$ cat src/rtl/tlc_conflict_monitor_if.sv
// Lamp-drive / fault-report bundle between the traffic light controller side
// and the conflict monitor.
//   mr_g/mr_y/mr_r  main road lamp drives (master -> slave)
//   sr_g/sr_y/sr_r  side road lamp drives (master -> slave)
//   fault_clr       operator clear pulse  (master -> slave)
//   fault           fault latched         (slave -> master)
//   fault_code      3-bit fault class     (slave -> master)
//   fault_road      0 main, 1 side        (slave -> master)
//   flash_out       red-flash request     (slave -> master)
interface tlc_conflict_monitor_if;
  logic       mr_g;
  logic       mr_y;
  logic       mr_r;
  logic       sr_g;
  logic       sr_y;
  logic       sr_r;
  logic       fault_clr;
  logic       fault;
  logic [2:0] fault_code;
  logic       fault_road;
  logic       flash_out;

  modport master (
    output mr_g, mr_y, mr_r, sr_g, sr_y, sr_r, fault_clr,
    input  fault, fault_code, fault_road, flash_out
  );

  modport slave (
    input  mr_g, mr_y, mr_r, sr_g, sr_y, sr_r, fault_clr,
    output fault, fault_code, fault_road, flash_out
  );
endinterface

$ cat src/rtl/tlc_conflict_monitor.sv
// Independent safety monitor for the traffic light controller. Registers the
// six lamp drives, tracks per-road aspect and dwell, and latches the first
// fault (bad lamp combination, conflicting roads, illegal sequence, short
// green/yellow). A latched fault requests red-flash until the operator clears
// it and the intersection has been seen all-red for MIN_RED_CLR cycles.
// Ports:
//   clk  clock
//   rst  synchronous reset, active-high
//   mon  slave side of tlc_conflict_monitor_if (lamp inputs, fault_clr in;
//        fault, fault_code, fault_road, flash_out out; all outputs registered)
module tlc_conflict_monitor #(
  parameter int unsigned MIN_GREEN   = 4,
  parameter int unsigned MIN_YELLOW  = 3,
  parameter int unsigned MIN_RED_CLR = 2,
  parameter int unsigned FLASH_HALF  = 4,
  parameter int unsigned CNT_W       = 8
) (
  input  logic                   clk,
  input  logic                   rst,
  tlc_conflict_monitor_if.slave  mon
);

  localparam int unsigned FLASH_W = (FLASH_HALF > 1) ? $clog2(FLASH_HALF) : 1;
  localparam int unsigned RED_W   = $clog2(MIN_RED_CLR + 1);
  localparam int unsigned NROAD   = 2;

  typedef enum logic [1:0] {
    ASP_R   = 2'd0,
    ASP_G   = 2'd1,
    ASP_Y   = 2'd2,
    ASP_INV = 2'd3
  } aspect_e;

  typedef enum logic [2:0] {
    FC_NONE     = 3'd0,
    FC_LAMP     = 3'd1,
    FC_CONFLICT = 3'd2,
    FC_SEQ      = 3'd3,
    FC_SHORT_G  = 3'd4,
    FC_SHORT_Y  = 3'd5
  } fault_code_e;

  typedef enum logic [1:0] {
    ST_MONITOR = 2'd0,
    ST_FAULT   = 2'd1,
    ST_RECOVER = 2'd2
  } state_e;

  // Lamp triple is {g, y, r}; exactly one lit is a valid aspect.
  function automatic aspect_e decode(input logic [2:0] lamps);
    case (lamps)
      3'b100:  return ASP_G;
      3'b010:  return ASP_Y;
      3'b001:  return ASP_R;
      default: return ASP_INV;
    endcase
  endfunction

  // Index 0 = main road, 1 = side road.
  logic [2:0]         lamp_q  [NROAD];
  logic [2:0]         lamp_d  [NROAD];
  aspect_e            asp_q   [NROAD];
  aspect_e            asp_d   [NROAD];
  logic [CNT_W-1:0]   dwell_q [NROAD];
  logic [CNT_W-1:0]   dwell_d [NROAD];

  state_e             state_q, state_d;
  logic               fault_q, fault_d;
  fault_code_e        code_q, code_d;
  logic               road_q, road_d;
  logic               flash_q, flash_d;
  logic [FLASH_W-1:0] flash_cnt_q, flash_cnt_d;
  logic [RED_W-1:0]   red_cnt_q, red_cnt_d;

  aspect_e            cur_c [NROAD];
  logic [NROAD-1:0]   lamp_bad_c;
  logic [NROAD-1:0]   moved_c;
  logic [NROAD-1:0]   seq_bad_c;
  logic [NROAD-1:0]   short_g_c;
  logic [NROAD-1:0]   short_y_c;
  logic               conflict_c;
  logic               all_red_c;
  logic               hit_c;
  fault_code_e        hit_code_c;
  logic               hit_road_c;

  // Input stage: sample lamp drives once per cycle.
  always_comb begin : sample_next
    lamp_d[0] = {mon.mr_g, mon.mr_y, mon.mr_r};
    lamp_d[1] = {mon.sr_g, mon.sr_y, mon.sr_r};
  end

  // Decode sampled lamps and evaluate every check against the tracker.
  always_comb begin : checks
    lamp_bad_c = '0;
    moved_c    = '0;
    seq_bad_c  = '0;
    short_g_c  = '0;
    short_y_c  = '0;
    for (int r = 0; r < NROAD; r++) begin
      cur_c[r]      = decode(lamp_q[r]);
      lamp_bad_c[r] = (cur_c[r] == ASP_INV);
      moved_c[r]    = !lamp_bad_c[r] && (cur_c[r] != asp_q[r]);
      seq_bad_c[r]  = moved_c[r] &&
                      (((asp_q[r] == ASP_G) && (cur_c[r] == ASP_R)) ||
                       ((asp_q[r] == ASP_Y) && (cur_c[r] == ASP_G)) ||
                       ((asp_q[r] == ASP_R) && (cur_c[r] == ASP_Y)));
      short_g_c[r]  = moved_c[r] && (asp_q[r] == ASP_G) && (cur_c[r] == ASP_Y) &&
                      (dwell_q[r] < CNT_W'(MIN_GREEN));
      short_y_c[r]  = moved_c[r] && (asp_q[r] == ASP_Y) && (cur_c[r] == ASP_R) &&
                      (dwell_q[r] < CNT_W'(MIN_YELLOW));
    end
    conflict_c = ((cur_c[0] == ASP_G) || (cur_c[0] == ASP_Y)) &&
                 ((cur_c[1] == ASP_G) || (cur_c[1] == ASP_Y));
    all_red_c  = (cur_c[0] == ASP_R) && (cur_c[1] == ASP_R);
  end

  // Fault class priority, then main road ahead of side road.
  always_comb begin : priority_enc
    hit_code_c = FC_NONE;
    hit_road_c = 1'b0;
    if (|lamp_bad_c) begin
      hit_code_c = FC_LAMP;
      hit_road_c = !lamp_bad_c[0];
    end else if (conflict_c) begin
      hit_code_c = FC_CONFLICT;
    end else if (|seq_bad_c) begin
      hit_code_c = FC_SEQ;
      hit_road_c = !seq_bad_c[0];
    end else if (|short_g_c) begin
      hit_code_c = FC_SHORT_G;
      hit_road_c = !short_g_c[0];
    end else if (|short_y_c) begin
      hit_code_c = FC_SHORT_Y;
      hit_road_c = !short_y_c[0];
    end
    hit_c = (hit_code_c != FC_NONE);
  end

  // Aspect/dwell tracker; runs in every state, holds on an invalid sample.
  always_comb begin : tracker_next
    for (int r = 0; r < NROAD; r++) begin
      asp_d[r]   = asp_q[r];
      dwell_d[r] = dwell_q[r];
      if (moved_c[r]) begin
        asp_d[r]   = cur_c[r];
        dwell_d[r] = CNT_W'(1);
      end else if (!lamp_bad_c[r] && (dwell_q[r] != {CNT_W{1'b1}})) begin
        dwell_d[r] = dwell_q[r] + CNT_W'(1);
      end
    end
  end

  // Fault latch FSM: next state and registered outputs.
  always_comb begin : fsm_next
    state_d     = state_q;
    fault_d     = fault_q;
    code_d      = code_q;
    road_d      = road_q;
    flash_d     = flash_q;
    flash_cnt_d = flash_cnt_q;
    red_cnt_d   = red_cnt_q;
    case (state_q)
      ST_MONITOR: begin
        if (hit_c) begin
          state_d     = ST_FAULT;
          fault_d     = 1'b1;
          code_d      = hit_code_c;
          road_d      = hit_road_c;
          flash_d     = 1'b1;
          flash_cnt_d = '0;
        end
      end
      ST_FAULT: begin
        if (mon.fault_clr && all_red_c) begin
          state_d     = ST_RECOVER;
          flash_d     = 1'b0;
          flash_cnt_d = '0;
          red_cnt_d   = RED_W'(1);
        end else if (flash_cnt_q == FLASH_W'(FLASH_HALF - 1)) begin
          flash_d     = !flash_q;
          flash_cnt_d = '0;
        end else begin
          flash_cnt_d = flash_cnt_q + FLASH_W'(1);
        end
      end
      ST_RECOVER: begin
        if (!all_red_c) begin
          // Code and road stay frozen; the flash pattern restarts.
          state_d     = ST_FAULT;
          flash_d     = 1'b1;
          flash_cnt_d = '0;
          red_cnt_d   = '0;
        end else if (red_cnt_q >= RED_W'(MIN_RED_CLR - 1)) begin
          state_d   = ST_MONITOR;
          fault_d   = 1'b0;
          code_d    = FC_NONE;
          road_d    = 1'b0;
          red_cnt_d = '0;
        end else begin
          red_cnt_d = red_cnt_q + RED_W'(1);
        end
      end
      default: begin
        state_d = ST_MONITOR;
      end
    endcase
  end

  always_ff @(posedge clk) begin : regs
    if (rst) begin
      for (int r = 0; r < NROAD; r++) begin
        lamp_q[r]  <= 3'b001;
        asp_q[r]   <= ASP_R;
        dwell_q[r] <= '0;
      end
      state_q     <= ST_MONITOR;
      fault_q     <= 1'b0;
      code_q      <= FC_NONE;
      road_q      <= 1'b0;
      flash_q     <= 1'b0;
      flash_cnt_q <= '0;
      red_cnt_q   <= '0;
    end else begin
      for (int r = 0; r < NROAD; r++) begin
        lamp_q[r]  <= lamp_d[r];
        asp_q[r]   <= asp_d[r];
        dwell_q[r] <= dwell_d[r];
      end
      state_q     <= state_d;
      fault_q     <= fault_d;
      code_q      <= code_d;
      road_q      <= road_d;
      flash_q     <= flash_d;
      flash_cnt_q <= flash_cnt_d;
      red_cnt_q   <= red_cnt_d;
    end
  end

  assign mon.fault      = fault_q;
  assign mon.fault_code = code_q;
  assign mon.fault_road = road_q;
  assign mon.flash_out  = flash_q;

endmodule

$ cat src/flat_wrapper.sv
// flat-port wrapper written by rule: the top's interface ports become plain ports
module tlc_conflict_monitor_flat 
#(
  parameter int unsigned MIN_GREEN   = 4,
  parameter int unsigned MIN_YELLOW  = 3,
  parameter int unsigned MIN_RED_CLR = 2,
  parameter int unsigned FLASH_HALF  = 4,
  parameter int unsigned CNT_W       = 8
)
  (clk, rst, mon_mr_g, mon_mr_y, mon_mr_r, mon_sr_g, mon_sr_y, mon_sr_r, mon_fault_clr, mon_fault, mon_fault_code, mon_fault_road, mon_flash_out);
  tlc_conflict_monitor_if mon_i ();
  input  logic clk;
  input  logic rst;
  input wire logic [$bits(mon_i.mr_g)-1:0] mon_mr_g;
  input wire logic [$bits(mon_i.mr_y)-1:0] mon_mr_y;
  input wire logic [$bits(mon_i.mr_r)-1:0] mon_mr_r;
  input wire logic [$bits(mon_i.sr_g)-1:0] mon_sr_g;
  input wire logic [$bits(mon_i.sr_y)-1:0] mon_sr_y;
  input wire logic [$bits(mon_i.sr_r)-1:0] mon_sr_r;
  input wire logic [$bits(mon_i.fault_clr)-1:0] mon_fault_clr;
  output wire logic [$bits(mon_i.fault)-1:0] mon_fault;
  output wire logic [$bits(mon_i.fault_code)-1:0] mon_fault_code;
  output wire logic [$bits(mon_i.fault_road)-1:0] mon_fault_road;
  output wire logic [$bits(mon_i.flash_out)-1:0] mon_flash_out;
  assign mon_i.mr_g = mon_mr_g;
  assign mon_i.mr_y = mon_mr_y;
  assign mon_i.mr_r = mon_mr_r;
  assign mon_i.sr_g = mon_sr_g;
  assign mon_i.sr_y = mon_sr_y;
  assign mon_i.sr_r = mon_sr_r;
  assign mon_i.fault_clr = mon_fault_clr;
  assign mon_fault = mon_i.fault;
  assign mon_fault_code = mon_i.fault_code;
  assign mon_fault_road = mon_i.fault_road;
  assign mon_flash_out = mon_i.flash_out;
  tlc_conflict_monitor #(.MIN_GREEN(MIN_GREEN), .MIN_YELLOW(MIN_YELLOW), .MIN_RED_CLR(MIN_RED_CLR), .FLASH_HALF(FLASH_HALF), .CNT_W(CNT_W)) u_core (.clk(clk), .rst(rst), .mon(mon_i));
endmodule
$ cat config.mk
export PLATFORM = sky130hd
export DESIGN_NAME = tlc_conflict_monitor_flat
export DESIGN_NICKNAME = d
export VERILOG_FILES = /design/src/rtl/tlc_conflict_monitor_if.sv /design/src/rtl/tlc_conflict_monitor.sv /design/src/flat_wrapper.sv
export SDC_FILE = /design/constraint.sdc
export NUM_CORES = 1
export LEC_CHECK = 0
export CELL_PAD_IN_SITES_DETAIL_PLACEMENT = 1
export CELL_PAD_IN_SITES_GLOBAL_PLACEMENT = 2
export CORE_ASPECT_RATIO = 1.5
export CORE_MARGIN = 4
export CORE_UTILIZATION = 33
export CTS_BUF_LIST = sky130_fd_sc_hd__clkbuf_8
export DETAILED_ROUTE_END_ITERATION = 10
export PLACE_DENSITY_LB_ADDON = 0.12
export SLEW_MARGIN = 10
export SYNTH_ARGS = -nofsm -noshare
export SYNTH_HDL_FRONTEND = slang
export SYNTH_SLANG_ARGS = --single-unit
$ cat constraint.sdc
create_clock -name clk -period 1.8 [get_ports clk]
set_input_delay 0.36 -clock clk [delete_from_list [all_inputs] [get_ports clk]]
set_output_delay 0.36 -clock clk [all_outputs]
set_load 0.1 [all_outputs]
==> tab_implementation.tex <==
\begin{tabular}{lr}
\hline
Metric & Value \\
\hline
\multicolumn{2}{l}{\textbf{Route}} \\
Number of nets still failing antenna checks after routing & 0 \\
Starting DRT DRC Count & 90 \\
DRC violation count after routing & 0 \\
Drt wl/cell & 14.9 um \\
Vias per std cell & between 5 and 6 \\
Detailed Routing Iterations Pass 1 & 4 \\
Wirelength, routed & 6110 um \\
Routed vias & 2,182 \\
\multicolumn{2}{l}{\textbf{Clocking}} \\
Clock buffer count from CTS & 5 \\
Skew-Pair Late Insertion Delay & 0.29 ns \\
Clock tree from TritonCTS & built \\
Cell at the root of the clock tree & clkbuf\_8 \\
Hold Buf Count CTS & 0 \\
Maximum buffer depth of the clock tree & 2 \\
Clock tree sinks & 38 \\
CTS H-tree lvls & 2 \\
Clock slew at the register clock pins of the worst setup and hold paths & 0.08 ns \\
\multicolumn{2}{l}{\textbf{Outcome}} \\
Result of the run & finished, violations left \\
Violations in the final reports & setup timing \\
\multicolumn{2}{l}{\textbf{Synth}} \\
Main synth FF type & dfxtp\_1 \\
Net count after synthesis & about 280 \\
Cell area after technology mapping & 2180 um2 \\
Register area share after synthesis & 34.8\% \\
Post-synthesis async set-or-reset flop share & 0\% \\
Cell variety after synth & 56 \\
Top post-synthesis cells by area & dfxtp\_1 35\%, nor2\_1 5.7\%, a21oi\_1 4.4\%, xnor2\_1 3.6\%, nand2\_1 3.3\% \\
Mean instance size in the synthesized netlist & 8.12 um2 \\
Share of the synthesized area in compound gates (AO/OA/AOI/OAI) & a little over a fifth \\
Number of flip-flops and latches in the synthesized netlist & 38 \\
Area share of the largest cell type after synthesis & 34.8\% \\
Post-Syn Instances & 269 \\
Yosys synthesis warning count & 0 \\
Number of flops mapped to enable cells by yosys & 0 \\
Largest area contributor in the synthesized netlist & dfxtp\_1 \\
Post-Synth XOR/XNOR Area & 6.41\% \\
Combinational family with the most area after synthesis & simple AND/OR/NAND/NOR gates \\
Post-Synth Adder-Cell Area & 2.86\% \\
Mux share of post-synthesis cell area & 0.916\% \\
Simple-gate share of the synthesized area & 30.5\% \\
\multicolumn{2}{l}{\textbf{Job}} \\
\# Max-Cap Violations & 0 \\
\multicolumn{2}{l}{\textbf{Setup path}} \\
Register-to-register setup slack & -0.02 ns \\
Cell class contributing the biggest share of worst-path delay & compound AO/OA/AOI/OAI gates \\
Worst Path Class, Setup & reg2reg \\
Crit path max fanout & 7 \\
Chain of cells forming the critical path & nor3b\_1 -> and2\_1 -> o21a\_1 -> or2\_4 -> o31a\_4 -> o32ai\_2 \\
Number of cells on the worst reg-to-reg path & 6 \\
Critical-path top delay cell & dfxtp\_2 \\
Delay of the slowest cell on the worst path & about 0.44 ns \\
Category of the worst setup path launch point & flip-flop \\
WP data required & 2.00 ns \\
Buffer and inverter count on the worst path & 0 \\
CP Depth & 6 \\
Worst reg2reg path startpoint & u\_core.lamp\_q[0][5] \\
Terminus of the critical flop-to-flop path & u\_core.mon.fault\_code[0] \\
Data arrival, critical path & 2.02 ns \\
Launching element of the worst setup path & u\_core.lamp\_q[0][5] \\
Critical path endpoint & u\_core.mon.fault\_code[0] \\
Endpoint kind of the worst setup timing path & flip-flop \\
\multicolumn{2}{l}{\textbf{Global route}} \\
Largest net degree at the start of global routing & 16 \\
Initial antenna violation count & 0 \\
Sum of overflow across all layers after global routing & 0 \\
Vias in the first global route & 2,238 \\
Wire length of the first global-routing pass & approximately 11,000 um \\
Total track usage & 16.9\% \\
\multicolumn{2}{l}{\textbf{Timing}} \\
Setup repair after global routing missed its margin & true \\
Number of hold-slack violations in the final timing report & 0 \\
Slew HR & just over 70\% \\
Tcrit/Tclk final & 101\% \\
Max Fclk & 0.549 GHz \\
Final number of max-transition violations & 0 \\
Setup tns final & -0.0205 ns \\
Final Worst Setup Slack & -0.0205 ns \\
Smallest hold slack & 0.501 ns \\
Final setup viols & 1 \\
Clock tree skew after final layout & around 0.0041 ns \\
Slew of the pin with the lowest slew margin & 0.412 ns \\
Min cycle time layout & around 1.8 ns \\
\multicolumn{2}{l}{\textbf{Finish}} \\
Fraction of final layout cells with drive strength greater than 1 & 30.9\% \\
Synthesis-to-layout area growth & 38.7\% \\
Post-route cell area & a little over 3000 um2 \\
Most frequent cells in the layout & 53 x buf\_4, 33 x nor2\_1, 27 x dfxtp\_1, 18 x nand2\_1, 16 x a21oi\_1 \\
Most frequent standard cell in the layout excluding fill and tap cells & buf\_4 \\
Utilization after layout & 46.7\% \\
Final net count & 346 \\
Diode insertion count for antenna repair & 0 \\
\multicolumn{2}{l}{\textbf{Power and ir drop}} \\
Maximum VDD drop & 0.305 mV \\
Sum of internal, switching and leakage power & $\sim$2.1 mW \\
Power per Cell Area & 691 nW/um2 \\
Lkg Pwr & 1.16 nW \\
\multicolumn{2}{l}{\textbf{Die}} \\
Starting Density & 33.7\% \\
Row count & 36 \\
Die extent in y & 108 um \\
Die Footprint & 8010 um2 \\
Die X & 74.4 um \\
Standard cell core area & around 6500 um2 \\
Number of top-level pins & 15 \\
\multicolumn{2}{l}{\textbf{Min path}} \\
Worst min path class & reg2reg \\
\multicolumn{2}{l}{\textbf{Placement}} \\
IO buf count & 14 \\
Last weighted congestion value of the routability-driven placer & between 0.7 and 0.8 \\
Placed standard-cell area & around 2800 um2 \\
Post-DP HPWL & 4610 um \\
\hline
\end{tabular}
[what timing repair did]
item	4_1_cts	5_1_grt
gates resized for setup	19	14
gates cloned	0	0
setup endpoints to repair	18	23
buffers inserted	4	2
pin swaps	5	3
[area by class of cell]
| cell class | instances | area (um2) |
|---|---|---|
| clock inverters | 2 | 8.76 |
| flip-flops and latches | 38 | 782 |
| clock buffers | 6 | 82.6 |
| inverters | 8 | 30.0 |
| well taps | 76 | 95.1 |
| multi-input cells | 212 | 1430 |
| fillers | 785 | 3460 |
| repair buffers | 67 | 598 |
[sequential cells by signal, indices dropped and copies added, names as in the netlist]
name	flops
u_core.red_cnt_q	2
u_core.lamp_q	6
u_core.asp_q	4
u_core.mon.fault_road	1
u_core.mon.fault_code	3
u_core.flash_cnt_q	2
u_core.mon.flash_out	1
u_core.mon.fault	1
u_core.state_q	2
u_core.dwell_q	16
[cells in the mapped netlist (all sizes together) (7+ instances only)]
cell   number
nand4       7
nor2b      11
nand2      19
xnor2       9
xor2        7
nand3      12
nor3       10
dfxtp      38
a21oi      20
nor2       33
o21ai      11
inv         8
[worst register-to-register path: cells and delay by family, from the launching register on]
| kind | cells | cell delay [ns] |
|---|---|---|
| AO/OA/AOI/OAI | 3 | 0.78 |
| flip-flops | 1 | 0.44 |
| AND/OR/NAND/NOR | 3 | 0.51 |
[metrics by stage]
step                std cells  worst slack [ns]
floorplan                 269            0.0376
finish                    409           -0.0205
global route              409            -0.102
global placement          395            -0.165
detailed placement        395            -0.219
CTS                       407           -0.0236
[power by group]
part / internal [mW] / switching, mW
sequential: 0.885 / 0.0588
clock: 0.304 / 0.304
combinational: 0.263 / 0.279
total: 1.45 / 0.642
[cells by family (layout without fill, tap and decap cells)]
family | after synthesis | after routing
buffers and inverters | 19 | 83
muxes | 2 | 2
DFF | 38 | 38
and+or+nand+nor | 125 | 125
AOI/OAI and AO/OA | 64 | 64
adders and majority gates | 5 | 5
xor gates and xnor gates | 16 | 16
[per-layer routing]
metal	share of wire [%]	global-route usage [%]	vias up
met2	53	29.1	22
met4	1.9	5.47	0
li1	-	-	1094
met3	2.4	2.99	11
met1	43	20.7	1055
met5	0	0	-
[how the worst min path moves through the flow]
stage | from | endpoint | cells past startpoint
6_report | u_core.asp_q[0][3] | u_core.asp_q[0][3] | 2
5_1_grt | u_core.asp_q[0][3] | u_core.asp_q[0][3] | 2
4_1_cts | u_core.dwell_q[0][6] | u_core.dwell_q[0][6] | 1
3_5_place_dp | u_core.dwell_q[0][6] | u_core.dwell_q[0][6] | 1
3_3_place_gp | u_core.dwell_q[0][6] | u_core.dwell_q[0][6] | 1
2_1_floorplan | u_core.dwell_q[0][1] | u_core.dwell_q[0][1] | 2
No activity file was read; power rests on OpenSTA's default activity.
